<file path="config.mk">
export PLATFORM = sky130hd
export DESIGN_NAME = branch_predictor_flat
export DESIGN_NICKNAME = d
export VERILOG_FILES = /design/src/rtl/branch_predictor_if.sv /design/src/rtl/branch_predictor.sv /design/src/flat_wrapper.sv
export SDC_FILE = /design/constraint.sdc
export NUM_CORES = 2
export LEC_CHECK = 0
export CAP_MARGIN = 20
export CORE_MARGIN = 3
export CORE_UTILIZATION = 58
export DETAILED_ROUTE_END_ITERATION = 16
export DONT_BUFFER_PORTS = 1
export GPL_ROUTABILITY_DRIVEN = 0
export HOLD_SLACK_MARGIN = 0.03
export PLACE_DENSITY = 0.75
export SKIP_CTS_REPAIR_TIMING = 1
export SLEW_MARGIN = 40
export SYNTH_ARGS = -nofsm -noshare
export SYNTH_HDL_FRONTEND = slang
export SYNTH_SLANG_ARGS = --single-unit
export TNS_END_PERCENT = 100
</file>
<file path="constraint.sdc">
create_clock -name CLK -period 3.9 [get_ports CLK]
set_input_delay 0.195 -clock CLK [delete_from_list [all_inputs] [get_ports CLK]]
set_output_delay 0.195 -clock CLK [all_outputs]
set_load 0.05 [all_outputs]
</file>
<file path="src/rtl/branch_predictor_if.sv">
// branch_predictor_if: fetch lookup, MEM-stage resolve and statistics signals of the BTB predictor.
interface branch_predictor_if #(
    parameter int PC_W   = 32,
    parameter int STAT_W = 16
);
    logic              en;
    logic [PC_W-1:0]   fetch_pc;
    logic              pred_taken;
    logic [PC_W-1:0]   pred_target;
    logic              upd_valid;
    logic [PC_W-1:0]   upd_pc;
    logic              upd_taken;
    logic [PC_W-1:0]   upd_target;
    logic              upd_pred_taken;
    logic [PC_W-1:0]   upd_pred_target;
    logic              mispredict;
    logic [PC_W-1:0]   redirect_pc;
    logic [STAT_W-1:0] stat_branches;
    logic [STAT_W-1:0] stat_mispredicts;

    modport slave (
        input  en, fetch_pc, upd_valid, upd_pc, upd_taken, upd_target, upd_pred_taken, upd_pred_target,
        output pred_taken, pred_target, mispredict, redirect_pc, stat_branches, stat_mispredicts
    );
    modport master (
        output en, fetch_pc, upd_valid, upd_pc, upd_taken, upd_target, upd_pred_taken, upd_pred_target,
        input  pred_taken, pred_target, mispredict, redirect_pc, stat_branches, stat_mispredicts
    );
endinterface

</file>
<file path="src/rtl/branch_predictor.sv">
// branch_predictor: direct-mapped BTB with 2-bit saturating counters, mispredict detection and stats.
module branch_predictor #(
    parameter int ENTRIES = 16,
    parameter int PC_W    = 32,
    parameter int STAT_W  = 16
) (
    input logic                CLK,
    input logic                nRST,
    branch_predictor_if.slave  bp
);
    localparam int IDX_W = $clog2(ENTRIES);
    localparam int TAG_W = PC_W - IDX_W - 2;

    logic [ENTRIES-1:0] r_valid;
    logic [TAG_W-1:0]   r_tag    [ENTRIES];
    logic [PC_W-1:0]    r_target [ENTRIES];
    logic [1:0]         r_ctr    [ENTRIES];
    logic [STAT_W-1:0]  r_branches;
    logic [STAT_W-1:0]  r_mispredicts;

    logic [IDX_W-1:0] w_fidx;
    logic [IDX_W-1:0] w_uidx;
    logic [TAG_W-1:0] w_utag;
    logic             w_fhit;
    logic             w_uhit;
    logic             w_commit;
    logic             w_mis;
    logic [1:0]       w_uctr;
    logic [1:0]       w_ctr_next;
    logic             w_unused;

    assign w_fidx   = bp.fetch_pc[IDX_W+1:2];
    assign w_uidx   = bp.upd_pc[IDX_W+1:2];
    assign w_utag   = bp.upd_pc[PC_W-1:IDX_W+2];
    assign w_fhit   = r_valid[w_fidx] && (r_tag[w_fidx] == bp.fetch_pc[PC_W-1:IDX_W+2]);
    assign w_uhit   = r_valid[w_uidx] && (r_tag[w_uidx] == w_utag);
    assign w_commit = bp.upd_valid && bp.en;
    assign w_uctr   = r_ctr[w_uidx];
    assign w_unused = ^{bp.fetch_pc[1:0], bp.upd_pc[1:0]};

    assign w_ctr_next = bp.upd_taken ? ((w_uctr == 2'b11) ? w_uctr : w_uctr + 2'b01)
                                     : ((w_uctr == 2'b00) ? w_uctr : w_uctr - 2'b01);

    assign w_mis = bp.upd_valid && ((bp.upd_pred_taken != bp.upd_taken) ||
                                    (bp.upd_taken && (bp.upd_pred_target != bp.upd_target)));

    // Reads see pre-update table contents; no write-to-read bypass.
    assign bp.pred_taken       = w_fhit && r_ctr[w_fidx][1];
    assign bp.pred_target      = bp.pred_taken ? r_target[w_fidx] : bp.fetch_pc + PC_W'(4);
    assign bp.mispredict       = w_mis;
    assign bp.redirect_pc      = bp.upd_taken ? bp.upd_target : bp.upd_pc + PC_W'(4);
    assign bp.stat_branches    = r_branches;
    assign bp.stat_mispredicts = r_mispredicts;

    always_ff @(posedge CLK or negedge nRST) begin
        if (!nRST) begin
            r_valid <= '0;
            for (int i = 0; i < ENTRIES; i++) begin
                r_tag[i]    <= '0;
                r_target[i] <= '0;
                r_ctr[i]    <= 2'b01;
            end
            r_branches    <= '0;
            r_mispredicts <= '0;
        end else if (w_commit) begin
            if (w_uhit) begin
                r_ctr[w_uidx] <= w_ctr_next;
                if (bp.upd_taken) r_target[w_uidx] <= bp.upd_target;
            end else if (bp.upd_taken) begin
                r_valid[w_uidx]  <= 1'b1;
                r_tag[w_uidx]    <= w_utag;
                r_target[w_uidx] <= bp.upd_target;
                r_ctr[w_uidx]    <= 2'b10;
            end
            if (!(&r_branches)) r_branches <= r_branches + STAT_W'(1);
            if (w_mis && !(&r_mispredicts)) r_mispredicts <= r_mispredicts + STAT_W'(1);
        end
    end
endmodule

</file>
<file path="src/flat_wrapper.sv">
// flat-port wrapper written by rule: the top's interface ports become plain ports
module branch_predictor_flat 
#(
    parameter int ENTRIES = 16,
    parameter int PC_W    = 32,
    parameter int STAT_W  = 16
)
  (CLK, nRST, bp_en, bp_fetch_pc, bp_upd_valid, bp_upd_pc, bp_upd_taken, bp_upd_target, bp_upd_pred_taken, bp_upd_pred_target, bp_pred_taken, bp_pred_target, bp_mispredict, bp_redirect_pc, bp_stat_branches, bp_stat_mispredicts);
  branch_predictor_if #(.PC_W(PC_W), .STAT_W(STAT_W)) bp_i ();
  input logic CLK;
  input logic nRST;
  input wire logic [$bits(bp_i.en)-1:0] bp_en;
  input wire logic [$bits(bp_i.fetch_pc)-1:0] bp_fetch_pc;
  input wire logic [$bits(bp_i.upd_valid)-1:0] bp_upd_valid;
  input wire logic [$bits(bp_i.upd_pc)-1:0] bp_upd_pc;
  input wire logic [$bits(bp_i.upd_taken)-1:0] bp_upd_taken;
  input wire logic [$bits(bp_i.upd_target)-1:0] bp_upd_target;
  input wire logic [$bits(bp_i.upd_pred_taken)-1:0] bp_upd_pred_taken;
  input wire logic [$bits(bp_i.upd_pred_target)-1:0] bp_upd_pred_target;
  output wire logic [$bits(bp_i.pred_taken)-1:0] bp_pred_taken;
  output wire logic [$bits(bp_i.pred_target)-1:0] bp_pred_target;
  output wire logic [$bits(bp_i.mispredict)-1:0] bp_mispredict;
  output wire logic [$bits(bp_i.redirect_pc)-1:0] bp_redirect_pc;
  output wire logic [$bits(bp_i.stat_branches)-1:0] bp_stat_branches;
  output wire logic [$bits(bp_i.stat_mispredicts)-1:0] bp_stat_mispredicts;
  assign bp_i.en = bp_en;
  assign bp_i.fetch_pc = bp_fetch_pc;
  assign bp_i.upd_valid = bp_upd_valid;
  assign bp_i.upd_pc = bp_upd_pc;
  assign bp_i.upd_taken = bp_upd_taken;
  assign bp_i.upd_target = bp_upd_target;
  assign bp_i.upd_pred_taken = bp_upd_pred_taken;
  assign bp_i.upd_pred_target = bp_upd_pred_target;
  assign bp_pred_taken = bp_i.pred_taken;
  assign bp_pred_target = bp_i.pred_target;
  assign bp_mispredict = bp_i.mispredict;
  assign bp_redirect_pc = bp_i.redirect_pc;
  assign bp_stat_branches = bp_i.stat_branches;
  assign bp_stat_mispredicts = bp_i.stat_mispredicts;
  branch_predictor #(.ENTRIES(ENTRIES), .PC_W(PC_W), .STAT_W(STAT_W)) u_core (.CLK(CLK), .nRST(nRST), .bp(bp_i));
endmodule
</file>
# Word level (Yosys, flattened, before mapping)
# Index checks and enable logic that the tools add are counted.
# W data, S select, Z words.
# totals
register_bits	1008
# classes
reduce_logical	20
add_sub_neg	6
mux	37
n_lt_le_gt_ge	6
n_eq_ne	5
bitwise_logic	8
# ops
op	n
$bwmux W512	1
$bwmux W416	1
$mux W32	7
$bmux W26 S4	2
$mux W26	5
$bmux W32 S4	1
$demux W32 S4	1
$demux W26 S4	1
$add A32 B3 Y32 const B	2
$eq A26 B26 Y1	2
$add A16 B1 Y16 const B	2
$bwmux W32	1
$ne A32 B32 Y1	1
$or A16 B16 Y16	2
$reduce_and A16 Y1	2
$and A16 B16 Y16	1
$bmux W2 S4	2
$mux W2	8
$not A16 Y16	1
$ge A5 B5 Y1 const B	2
$lt A4 B5 Y1 const B	2
$not A4 Y5	2
$logic_and A1 B1 Y1	9
$bmux W1 S4	2
16 further kinds	22

# Logic depth before layout (Yosys ltp)
# depth
word_depth	9
depth_mapped	16

# Least setup slack after synthesis
# Ideal clock, no wire load.
# synth_timing
kind	input-to-output
start	input port bp_fetch_pc[2]
end	output port bp_pred_target[2]
cell_stages	14
path_buffers	5
path_slack_ns	-0.423
t_required_ns	3.705
t_arrival_ns	4.128
cell_sequence	clkbuf_1 > buf_2 > buf_1 > mux4_2 > mux2i_1 > mux2i_1 > xnor2_1 > nand4_1 > nor4_1 > nand4_1 > or4_1 > clkbuf_1 > buf_2 > mux2i_1
# synth_between
elab_chain_cells	8
elab_cells_between_ends	17
classes_between	add/sub: 1; eq/ne: 1; mux: 12; bitwise: 1; reduce/logical: 2
# synth_lines
item	line	source
start, declared	flat_wrapper.sv:13	input wire logic [$bits(bp_i.fetch_pc)-1:0] bp_fetch_pc;
$not A4 Y5 (not written as such)	branch_predictor.sv:35, branch_predictor.sv:48, branch_predictor.sv:49	
$bmux W26 S4	branch_predictor.sv:35	assign w_fhit = r_valid[w_fidx] && (r_tag[w_fidx] == bp.fetch_pc[PC_W-1:IDX_W+2]);
$mux W26 (not written as such) (2 in series)	branch_predictor.sv:35	
$eq A26 B26 Y1	branch_predictor.sv:35	
$logic_and A1 B1 Y1	branch_predictor.sv:35	
$logic_and A1 B1 Y1	branch_predictor.sv:48	assign bp.pred_taken = w_fhit && r_ctr[w_fidx][1];
$mux W32 (*)	branch_predictor.sv:49	assign bp.pred_target = bp.pred_taken ? r_target[w_fidx] : bp.fetch_pc + PC_W'(4);
end, declared	flat_wrapper.sv:21	output wire logic [$bits(bp_i.pred_target)-1:0] bp_pred_target;
# Mark *: on every way between the ends. The rest lies on a longest branch, timed or not. The select of a mux whose other input is x is not followed.

# Worst setup path in the final report
# layout_timing
start	register u_core.r_tag[124] in the netlist's numbering
end	output port bp_pred_target[20]
# layout_between
elab_chain_cells	7
# layout_lines
item	line	source
start, declared	branch_predictor.sv:15	logic [TAG_W-1:0] r_tag [ENTRIES];
start signal, assigned by index	branch_predictor.sv:71	r_tag[w_uidx] <= w_utag;
$bmux W26 S4	branch_predictor.sv:35	
$mux W26 (not written as such) (2 in series)	branch_predictor.sv:35	
$eq A26 B26 Y1	branch_predictor.sv:35	
$logic_and A1 B1 Y1	branch_predictor.sv:35	
$logic_and A1 B1 Y1	branch_predictor.sv:48	
$mux W32	branch_predictor.sv:49	
# Every way passes these cells. The select of a mux whose other input is x is not followed.

==> metrics <==
outcome complete, but fails checks; failing checks setup timing; endpoint type of the worst setup path output port; WHS Path Cells 5; Max-Cap Viols 0; final setup TNS -20410 ps; endpoint of the worst hold path u_core.bp.stat_mispredicts[3]; H-Tree Depth 3; detailed-route via count 34600; FILL cells just over 6000; CP Class flip-flop to output port; drt wl/cell ~33 um; Worst R2R Path Depth 14; GRT Util Overall 33.2%; synthesis-to-finish area growth 12.7%; cts bufs inserted around 110; commonest cells after routing, fill and taps aside 992 x dfrtp_1, 816 x mux2_2, 332 x mux4_2; Die Ht 310 um; Async SR Flop Fraction between 90% and 100%; PwrDens between 400 and 500 nW/um2; Die Area 95900 um2; Hold Fails Final Rpt 0; synthesized net count 3860; Worst Clk Skew 63.1 ps; Skew-Pair Late Insertion Delay 710 ps; Mapped Avg Cell Area 14.4 um2; gate count of the mapped netlist 3719; drc violations 0; FP Rows 110; Pre-antenna DRT Iters 6; Combinational Power Share 16.1%; final net count 3865; fin crit share 116%; setup slack, reg-to-reg 70 ps; worst hold slack 87.3 ps; Worst EP arrival 4350 ps; worst reg2reg path endpoint u_core.r_tag[126]; FMAX around 220 MHz; vias in the first global route 35000; post-synthesis sequential area ratio 47.2%; min cycle time layout 4540 ps; Psw between 7 and 8 mW; Clock Path Buffers 3; Post-Route WL 163000 um; CTS tree yes; Die X around 310 um; dpl hpwl 96800 um; largest net degree at the start of global routing 1009; RSZ-0062 raised after global routing true; final setup vio count 33; layout cells sized above 1 between 40% and 50%; total grt overflow 0; FF+latch count, synth 1008; Via density 6.93; top_reg_cell synth dfrtp_1; Yosys cell types between 70 and 80; Place WS approximately 0.83 ps; internal power 20.9 mW; worst rel slew slack 22.1%; commonest non-fill, non-tap cell in the layout dfrtp_1; Slew Viols, Final 0; Leak Pwr 26.9 nW; clock power share a little under two fifths; worst setup slack after layout -641 ps; Final Power 28.3 mW; EDFF count, synth 0; WP data required between 3000 and 4000 ps; hold path start bp_upd_valid; initial antenna violation count 5; IO Port Bufs 0; first-pass GRT wire length 235000 um; I/O pin count 232; Synth Cell Area 53500 um2; clk slew on worst S/H paths 60 ps; worst ir drop on vdd 0.428 mV; Core Region 90700 um2; clk sink count 1008; launching point of the worst reg2reg path u_core.r_tag[220]; worst min path class primary input to flip-flop; Routed Antenna Nets 0; fraction of power spent switching nets 26.3%; yosys warns 0; clock root buffer master clkbuf_16; Seq pwr share 45.7%; Iteration-0 DRC Markers 3637; Least-Margin Pin Slew 1170 ps; startpoint types flip-flop; crit path max fanout 8; Initial Util 59.0%
## power by group through the flow
stage	logic, mW	registers (mW)	clock network (mW)
after floorplan	3.52	12.8	0
after global placement	3.97	13.0	0
after detailed placement	4.08	13.1	0
after CTS	4.10	12.9	10.9
after global routing	4.83	13.1	11.3
final	4.57	13.0	10.8
## layer usage
metal	share of wire (%)	track usage (%)	vias up	wire, um
li1	-	-	13900	-
met1	39	45.2	18400	63700
met2	45	50.6	1808	73800
met3	10	8.57	444	16300
met4	5.6	15.9	0	9210
met5	0	0	-	0
## through the flow
step	instance area, um2	utilization, %	cells
after global placement	55300	61.0	4704
after global routing	60300	66.5	4989
after detailed placement	55600	61.2	4715
after floorplan	53500	-	3719
final	60300	66.5	4994
after CTS	59300	65.4	4911
## cells by family (layout without fill, tap and decap cells)
| family | after synthesis | after routing | share of synthesized area, % |
|---|---|---|---|
| AOI/OAI and AO/OA | 259 | 259 | 3.28 |
| xor gates and xnor gates | 159 | 159 | 2.60 |
| adders and majority gates | 9 | 9 | 0.201 |
| buffers and inverters | 395 | 489 | 3.44 |
| DFF | 1008 | 1008 | 47.2 |
| muxes | 1453 | 1453 | 38.9 |
| other | 0 | 5 | 0 |
| and+or+nand+nor | 436 | 436 | 4.41 |
## state kept, by name (all words and copies together) (netlist names)
register / count
u_core.r_target: 512
u_core.r_valid: 16
u_core.r_ctr: 32
u_core.bp.stat_branches: 16
u_core.bp.stat_mispredicts: 16
u_core.r_tag: 416
## final cells by class
class | instances | area [um2] | share of cell area, %
Multi-Input combinational cell | 2316 | 26500 | 44.0
Sequential cell | 1008 | 25200 | 41.9
Clock buffer | 163 | 3190 | 5.29
Timing Repair Buffer | 259 | 3160 | 5.24
Tap cell | 1176 | 1470 | 2.44
Clock inverter | 33 | 563 | 0.934
Inverter | 34 | 128 | 0.212
Antenna cell | 5 | 12.5 | 0.0208
## synth_stat cells, types with 27 or more instances
cell | instances | area (um2)
mux2_2 | 816 | 9190
nor3_1 | 27 | 135
mux2i_1 | 106 | 1060
o22ai_1 | 32 | 200
nand3_1 | 55 | 275
buf_2 | 41 | 205
inv_1 | 33 | 124
mux2_4 | 190 | 2850
mux4_2 | 332 | 7480
dfrtp_1 | 992 | 24800
xnor2_1 | 79 | 692
nand4_1 | 30 | 188
and3_1 | 39 | 244
xor2_1 | 80 | 701
clkbuf_1 | 215 | 807
nor2_1 | 48 | 180
nand2_1 | 131 | 492
o21ai_0 | 74 | 370
buf_1 | 67 | 251
## critical path: stages (launching register included)
cell,delay [ps]
dfrtp_1,410
mux4_2,500
mux4_2,530
xnor2_2,170
buf_4,170
nand4_1,120
nor4_2,250
nand4_1,140
or4_4,640
buf_6,240
mux2_2,320
buf_12,150
## how the worst max path moves through the flow
stage	from	to	slack, ps	cells after the start
finish	u_core.r_tag[124]	bp_pred_target[20]	-640	11
global route	u_core.r_tag[124]	bp_pred_target[12]	-690	11
CTS	u_core.r_tag[124]	bp_pred_target[18]	-770	11
detailed placement	u_core.r_tag[124]	bp_pred_target[31]	0.8	11
global placement	u_core.r_tag[220]	u_core.r_tag[104]	-2	13
floorplan	bp_upd_pc[2]	bp_redirect_pc[21]	30	14
No activity file was read; power rests on OpenSTA's default activity.
